--- src/rtl/dual_b_mult_mreg.sv ---
// Multiplier stage: dual B operand pipeline (B1/B2), signed 25x18 multiply, optional M register.
// Build option DSP_MULT_PARTIAL_PRODUCTS_EN splits the product into two partial terms.
module dual_b_mult_mreg #(
  parameter string B_INPUT  = "DIRECT",
  parameter int    BREG     = 2,
  parameter int    BCASCREG = 1,
  parameter int    MREG     = 1,
  parameter string USE_MULT = "MULTIPLY"
) (
  input  logic        CLK,
  input  logic        RSTB,
  input  logic        RSTM,
  input  logic [17:0] B,
  input  logic [17:0] BCIN,
  input  logic [24:0] A_MULT,
  input  logic        INMODE_4,
  input  logic        CEB1,
  input  logic        CEB2,
  input  logic        CEM,
  output logic [17:0] BCOUT,
  output logic [17:0] X_MUX_B,
  output logic [42:0] M_P0,
  output logic [42:0] M_P1
);

  localparam bit B_CASC  = (B_INPUT == "CASCADE");
  localparam bit B_TWO   = (BREG == 2);
  localparam bit B_NONE  = (BREG == 0);
  localparam bit CASC_B1 = (BREG == 2) && (BCASCREG == 1);
  localparam bit M_ON    = (MREG == 1);
  localparam bit MULT_ON = (USE_MULT == "MULTIPLY");

  if (BREG < 0 || BREG > 2) begin : g_err_breg
    $error("dual_b_mult_mreg: BREG must be 0, 1 or 2");
  end
  if (MREG < 0 || MREG > 1) begin : g_err_mreg
    $error("dual_b_mult_mreg: MREG must be 0 or 1");
  end
  if (BCASCREG < 0 || BCASCREG > 2 || BCASCREG > BREG) begin : g_err_bcasc
    $error("dual_b_mult_mreg: BCASCREG must be 0..2 and not exceed BREG");
  end
  if ((BREG > 0) != (BCASCREG > 0)) begin : g_err_bcasc0
    $error("dual_b_mult_mreg: BCASCREG must be 0 exactly when BREG is 0");
  end
  if (B_INPUT != "DIRECT" && B_INPUT != "CASCADE") begin : g_err_binput
    $error("dual_b_mult_mreg: B_INPUT must be DIRECT or CASCADE");
  end
  if (USE_MULT != "MULTIPLY" && USE_MULT != "NONE") begin : g_err_usemult
    $error("dual_b_mult_mreg: USE_MULT must be MULTIPLY or NONE");
  end

  function automatic logic signed [42:0] mul_full(input logic signed [24:0] a,
                                                  input logic signed [17:0] b);
    logic signed [42:0] ax;
    logic signed [42:0] bx;
    ax = 43'(a);
    bx = 43'(b);
    return ax * bx;
  endfunction

`ifdef DSP_MULT_PARTIAL_PRODUCTS_EN
  // Low term uses B[8:0] as an unsigned magnitude; high term carries the sign of B.
  function automatic logic signed [42:0] mul_lo(input logic signed [24:0] a,
                                                input logic signed [17:0] b);
    logic signed [42:0] ax;
    logic signed [42:0] bx;
    ax = 43'(a);
    bx = 43'($signed({1'b0, b[8:0]}));
    return ax * bx;
  endfunction

  function automatic logic signed [42:0] mul_hi(input logic signed [24:0] a,
                                                input logic signed [17:0] b);
    logic signed [42:0] ax;
    logic signed [42:0] bx;
    ax = 43'(a);
    bx = 43'($signed(b[17:9]));
    return (ax * bx) <<< 9;
  endfunction
`endif

  logic signed [17:0] b_sel;
  logic signed [17:0] b1_q, b1_d;
  logic signed [17:0] b2_q, b2_d;
  logic signed [17:0] b2_w;
  logic signed [17:0] b_mult;
  logic signed [24:0] a_mult;
  logic signed [42:0] prod_p0, prod_p1;
  logic signed [42:0] m_p0_d, m_p1_d;
  logic signed [42:0] m_p0_q, m_p1_q;

  assign b_sel  = B_CASC ? $signed(BCIN) : $signed(B);
  assign a_mult = $signed(A_MULT);

  // Stage B1/B2: operand registers; with BREG=1 only B2 is used, BREG=0 bypasses both.
  assign b1_d = b_sel;
  assign b2_d = B_TWO ? b1_q : b_sel;

  always_ff @(posedge CLK) begin
    if (RSTB) begin
      b1_q <= '0;
      b2_q <= '0;
    end else begin
      if (CEB1) b1_q <= b1_d;
      if (CEB2) b2_q <= b2_d;
    end
  end

  assign b2_w    = B_NONE ? b_sel : b2_q;
  assign X_MUX_B = b2_w;
  assign BCOUT   = CASC_B1 ? b1_q : b2_w;
  assign b_mult  = (B_TWO && INMODE_4) ? b1_q : b2_w;

`ifdef DSP_MULT_PARTIAL_PRODUCTS_EN
  assign prod_p0 = mul_lo(a_mult, b_mult);
  assign prod_p1 = mul_hi(a_mult, b_mult);
`else
  assign prod_p0 = mul_full(a_mult, b_mult);
  assign prod_p1 = '0;
`endif

  assign m_p0_d = MULT_ON ? prod_p0 : '0;
  assign m_p1_d = MULT_ON ? prod_p1 : '0;

  // Stage M: product terms, summed downstream by the ALU.
  always_ff @(posedge CLK) begin
    if (RSTM) begin
      m_p0_q <= '0;
      m_p1_q <= '0;
    end else if (CEM) begin
      m_p0_q <= m_p0_d;
      m_p1_q <= m_p1_d;
    end
  end

  assign M_P0 = M_ON ? m_p0_q : m_p0_d;
  assign M_P1 = M_ON ? m_p1_q : m_p1_d;

endmodule

--- config.mk ---
export PLATFORM = sky130hd
export DESIGN_NAME = dual_b_mult_mreg
export DESIGN_NICKNAME = d
export VERILOG_FILES = /design/src/rtl/dual_b_mult_mreg.sv
export SDC_FILE = /design/constraint.sdc
export NUM_CORES = 1
export LEC_CHECK = 0
export CELL_PAD_IN_SITES_DETAIL_PLACEMENT = 0
export CELL_PAD_IN_SITES_GLOBAL_PLACEMENT = 1
export CORE_ASPECT_RATIO = 0.5
export CORE_UTILIZATION = 50
export DETAILED_ROUTE_END_ITERATION = 10
export GPL_TIMING_DRIVEN = 0
export PLACE_DENSITY_LB_ADDON = 0.1
export SKIP_CTS_REPAIR_TIMING = 1
export SYNTH_ARGS = -nofsm -noshare
export SYNTH_HDL_FRONTEND = slang
export SYNTH_SLANG_ARGS = --single-unit
--- constraint.sdc ---
create_clock -name CLK -period 15.1 [get_ports CLK]
set_clock_uncertainty 0.05 [all_clocks]
set_input_delay 4.53 -clock CLK [delete_from_list [all_inputs] [get_ports CLK]]
set_output_delay 4.53 -clock CLK [all_outputs]
set_load 0.005 [all_outputs]
==> results by group <==
Synth
  – Syn_area_per_cell: 8.96 µm²
  – Primary FF master, synth: dfxtp_1
  – Mapped Cells: 2160
  – Post-synth EDFFs: 0
  – Top cell type's share of synthesized area: 45.6%
  – Cell area after synthesis: 19300 µm²
  – Synth Warn #: 0
  – Most common cell in the netlist: inv_1
  – Area contributors post-synth: fa_1, inv_1, dfxtp_1, ha_1, nand2_1
  – Synth unique cells: 66
  – Post-synth top cells: inv_1, fa_1, nand2_1
  – Leading area contributor after synthesis: fa_1
  – Sequential area share after synthesis: 8.17%
  – Synth async-reset ratio: 0%
  – FF+latch count, synth: 79

CTS
  – Clock latency on the worst-skew pair: 0.37 ns
  – Count of H-tree levels built during CTS: 3
  – CTS buffer count: 9
  – Clock tree buffer depth: 2
  – Reg clk slew, reported paths: 0.07 ns
  – Root buffer cell: clkbuf_16
  – CTS tree: done
  – CTS sink count: 79

Setup path
  – Worst endpoint data arrival time: 12.77 ns
  – FF-to-FF Start: BCOUT[17]
  – CP startpoint: INMODE_4
  – RR Endpoint: M_P0[33]
  – R2r setup slk: 7.45 ns
  – Critical path destination: M_P0[33]
  – Kind of end point of the critical path: flip-flop
  – Crit path kind: in -> reg
  – Max FO, Critical Path: 10
  – Type of origin of the critical path: primary input
  – CP required: 15.31 ns
  – Worst Reg-to-Reg Cells: 21

Routing
  – Final wirelength: 54900 µm
  – Vias per std cell: 5.17
  – DRC viols: 0
  – Drt first-iter violations: 1042
  – Via count: 14800
  – DR WL/cell: 19.2 µm
  – ANT nets after route: 0
  – Drt first pass iters: 5

Layout
  – Layout cell share with drive strength beyond 1: 4.07%
  – Area grow syn2layout: 11.9%
  – Final nets: 2946
  – Final Instance Area: 21600 µm²
  – Final core occ: 57.4%
  – # fillers: 3562

Floorplanning
  – Full die area: 39500 µm²
  – Starting Density: 51.3%
  – Chip Height: 141 µm
  – Core box area: 37700 µm²
  – Die width: 280 µm
  – Rows: 50
  – Io pins: 190

Flow run
  – MaxCap Viol Count: 0

Global routing
  – Gr usage total: 29.2%
  – Largest net degree at the start of global routing: 17
  – Initial antenna violation count: 3
  – Global-route wire length before repair: 85100 µm
  – Vias in the first global route: 14800
  – Gr ovfl total: 0

Power
  – Clk pwr share: 11.2%
  – Net Sw Power: 1.09 mW
  – Int Power: 1.07 mW
  – Total power: 2.16 mW
  – PD cells: 99.8 nW/µm²
  – Static leakage: 10.6 nW
  – Maximum VDD drop: 0.0892 mV
  – Sw Ratio: 50.4%
  – Logic pwr share: 76.5%
  – Seq pwr share: 12.2%

STA
  – Tcrit/Tclk final: 83.2%
  – Unrepaired setup endpoints after global routing: no
  – Min Tclk post-route: 12.56 ns
  – Final worst setup slack: 2.54 ns
  – Fmax: 79.6 MHz
  – Worst rel slew slack: 35.7%
  – Worst Tran Pin Value: 0.965 ns
  – Hold Vio Cnt, Final: 0
  – Final Max Slew Viols: 0
  – Endpoints failing setup: 0
  – Setup TNS Final: 0 ns

Min path
  – Hold Crit Class: reg -> reg

Status
  – Status: completed

Placement
  – Place WS: 1.97 ns
  – Port bufs: 117
  – Placed Area: 21300 µm²
  – Post-DP HPWL: 46400 µm
  – GP Congestion: 0.935
==> through the flow <==
stage               instances  hold WS, ns
floorplan                2202        0.392
global placement         2839        0.402
detailed placement       2839        0.403
CTS                      2855        0.413
global route             2856        0.436
finish                   2857        0.411
==> critical path, stage by stage <==
cell and delay, ns:
clkbuf_1 0.37, buf_1 0.60, mux2i_2 0.84, clkbuf_1 0.75, nor2_1 0.14, fa_1 0.54, fa_1 0.45, fa_1 0.56
fa_1 0.47, fa_1 0.53, inv_1 0.06, fa_1 0.48, inv_1 0.04, ha_1 0.25, clkbuf_1 0.29, and3_1 0.23
nand4_1 0.14, nor2_1 0.25, and4_1 0.45, o21bai_1 0.15, a21boi_0 0.33, nor3b_1 0.11, o21a_1 0.19
==> per-layer routing <==
metal | vias up | wire length (µm) | share of wire [%] | track usage [%]
met5 | - | 0 | 0 | 0
met4 | 0 | 1230 | 2.2 | 7.45
met3 | 75 | 5660 | 10 | 9.13
met2 | 533 | 24300 | 44 | 43.8
met1 | 7525 | 23700 | 43 | 40.9
li1 | 6630 | - | - | -
==> how the worst min path moves through the flow <==
stage,start,to,slack (ns),depth (start not counted)
6_report,M_P0[30],M_P0[30],0.41,2
5_1_grt,M_P0[21],M_P0[21],0.44,2
2_1_floorplan,M_P0[30],M_P0[30],0.39,2
3_5_place_dp,M_P0[30],M_P0[30],0.40,2
4_1_cts,M_P0[30],M_P0[30],0.41,2
3_3_place_gp,M_P0[37],M_P0[37],0.40,2
==> registers in the layout, summed over array words and instances (netlist names) <==
name,flops
BCOUT,18
X_MUX_B,18
M_P0,43
==> cell type report <==
type / count / area, µm² / share of cell area [%]
inverters: 506 / 1900 / 8.77
clock inverters: 7 / 83.8 / 0.387
flip-flops and latches: 79 / 1580 / 7.31
well taps: 520 / 651 / 3.01
multi-input cells: 1481 / 15300 / 70.9
repair buffers: 117 / 1170 / 5.41
diodes: 2 / 5.00 / 0.0231
clock buffers: 9 / 225 / 1.04
plain buffers: 136 / 681 / 3.14
==> cells by family after synthesis <==
kind of cell / after synthesis / share of synthesized area, %
adder cells (fa/ha/maj): 548 / 52.5
AO/OA/AOI/OAI: 154 / 5.42
XOR/XNOR: 30 / 1.36
AND/OR/NAND/NOR: 633 / 15.3
buffers and inverters: 642 / 13.3
multiplexers: 73 / 3.89
flip-flops: 79 / 8.17
other: 1 / 0.0194
==> layout by cell type (no fill, tap or decap), types with 4 or more instances in the layout <==
cell type	Yosys	layout
inv_6	0	4
and3_1	5	5
a21o_1	18	18
conb_1	1	43
dfxtp_1	79	79
and2_1	166	166
a21oi_1	39	39
a31oi_1	9	9
clkbuf_16	0	9
o21ai_1	6	6
nor2b_1	6	6
ha_1	107	107
nand3b_1	4	4
xor2_1	5	5
a211oi_1	8	8
mux2_2	17	17
or2_2	6	6
buf_4	43	43
nand4_1	7	7
o21a_1	12	12
clkdlybuf4s50_1	0	117
xnor2_1	25	25
nand2b_1	4	4
inv_1	506	506
mux2i_1	56	55
clkbuf_1	83	83
o31ai_1	4	4
buf_1	8	8
nor3_1	11	11
o211ai_1	8	8
nand3_1	9	9
nand2_1	301	301
o21ai_0	17	17
nor2_1	101	101
fa_1	441	441
==> power by group through the flow <==
stage / Combinational, mW / Clock [mW] / Sequential, mW
2_1_floorplan: 1.17 / 0 / 0.271
3_3_place_gp: 1.65 / 0 / 0.269
3_5_place_dp: 1.65 / 0 / 0.270
4_1_cts: 1.67 / 0.245 / 0.265
5_1_grt: 1.87 / 0.255 / 0.269
6_report: 1.65 / 0.242 / 0.265
Power figures use the tool's default switching activity.
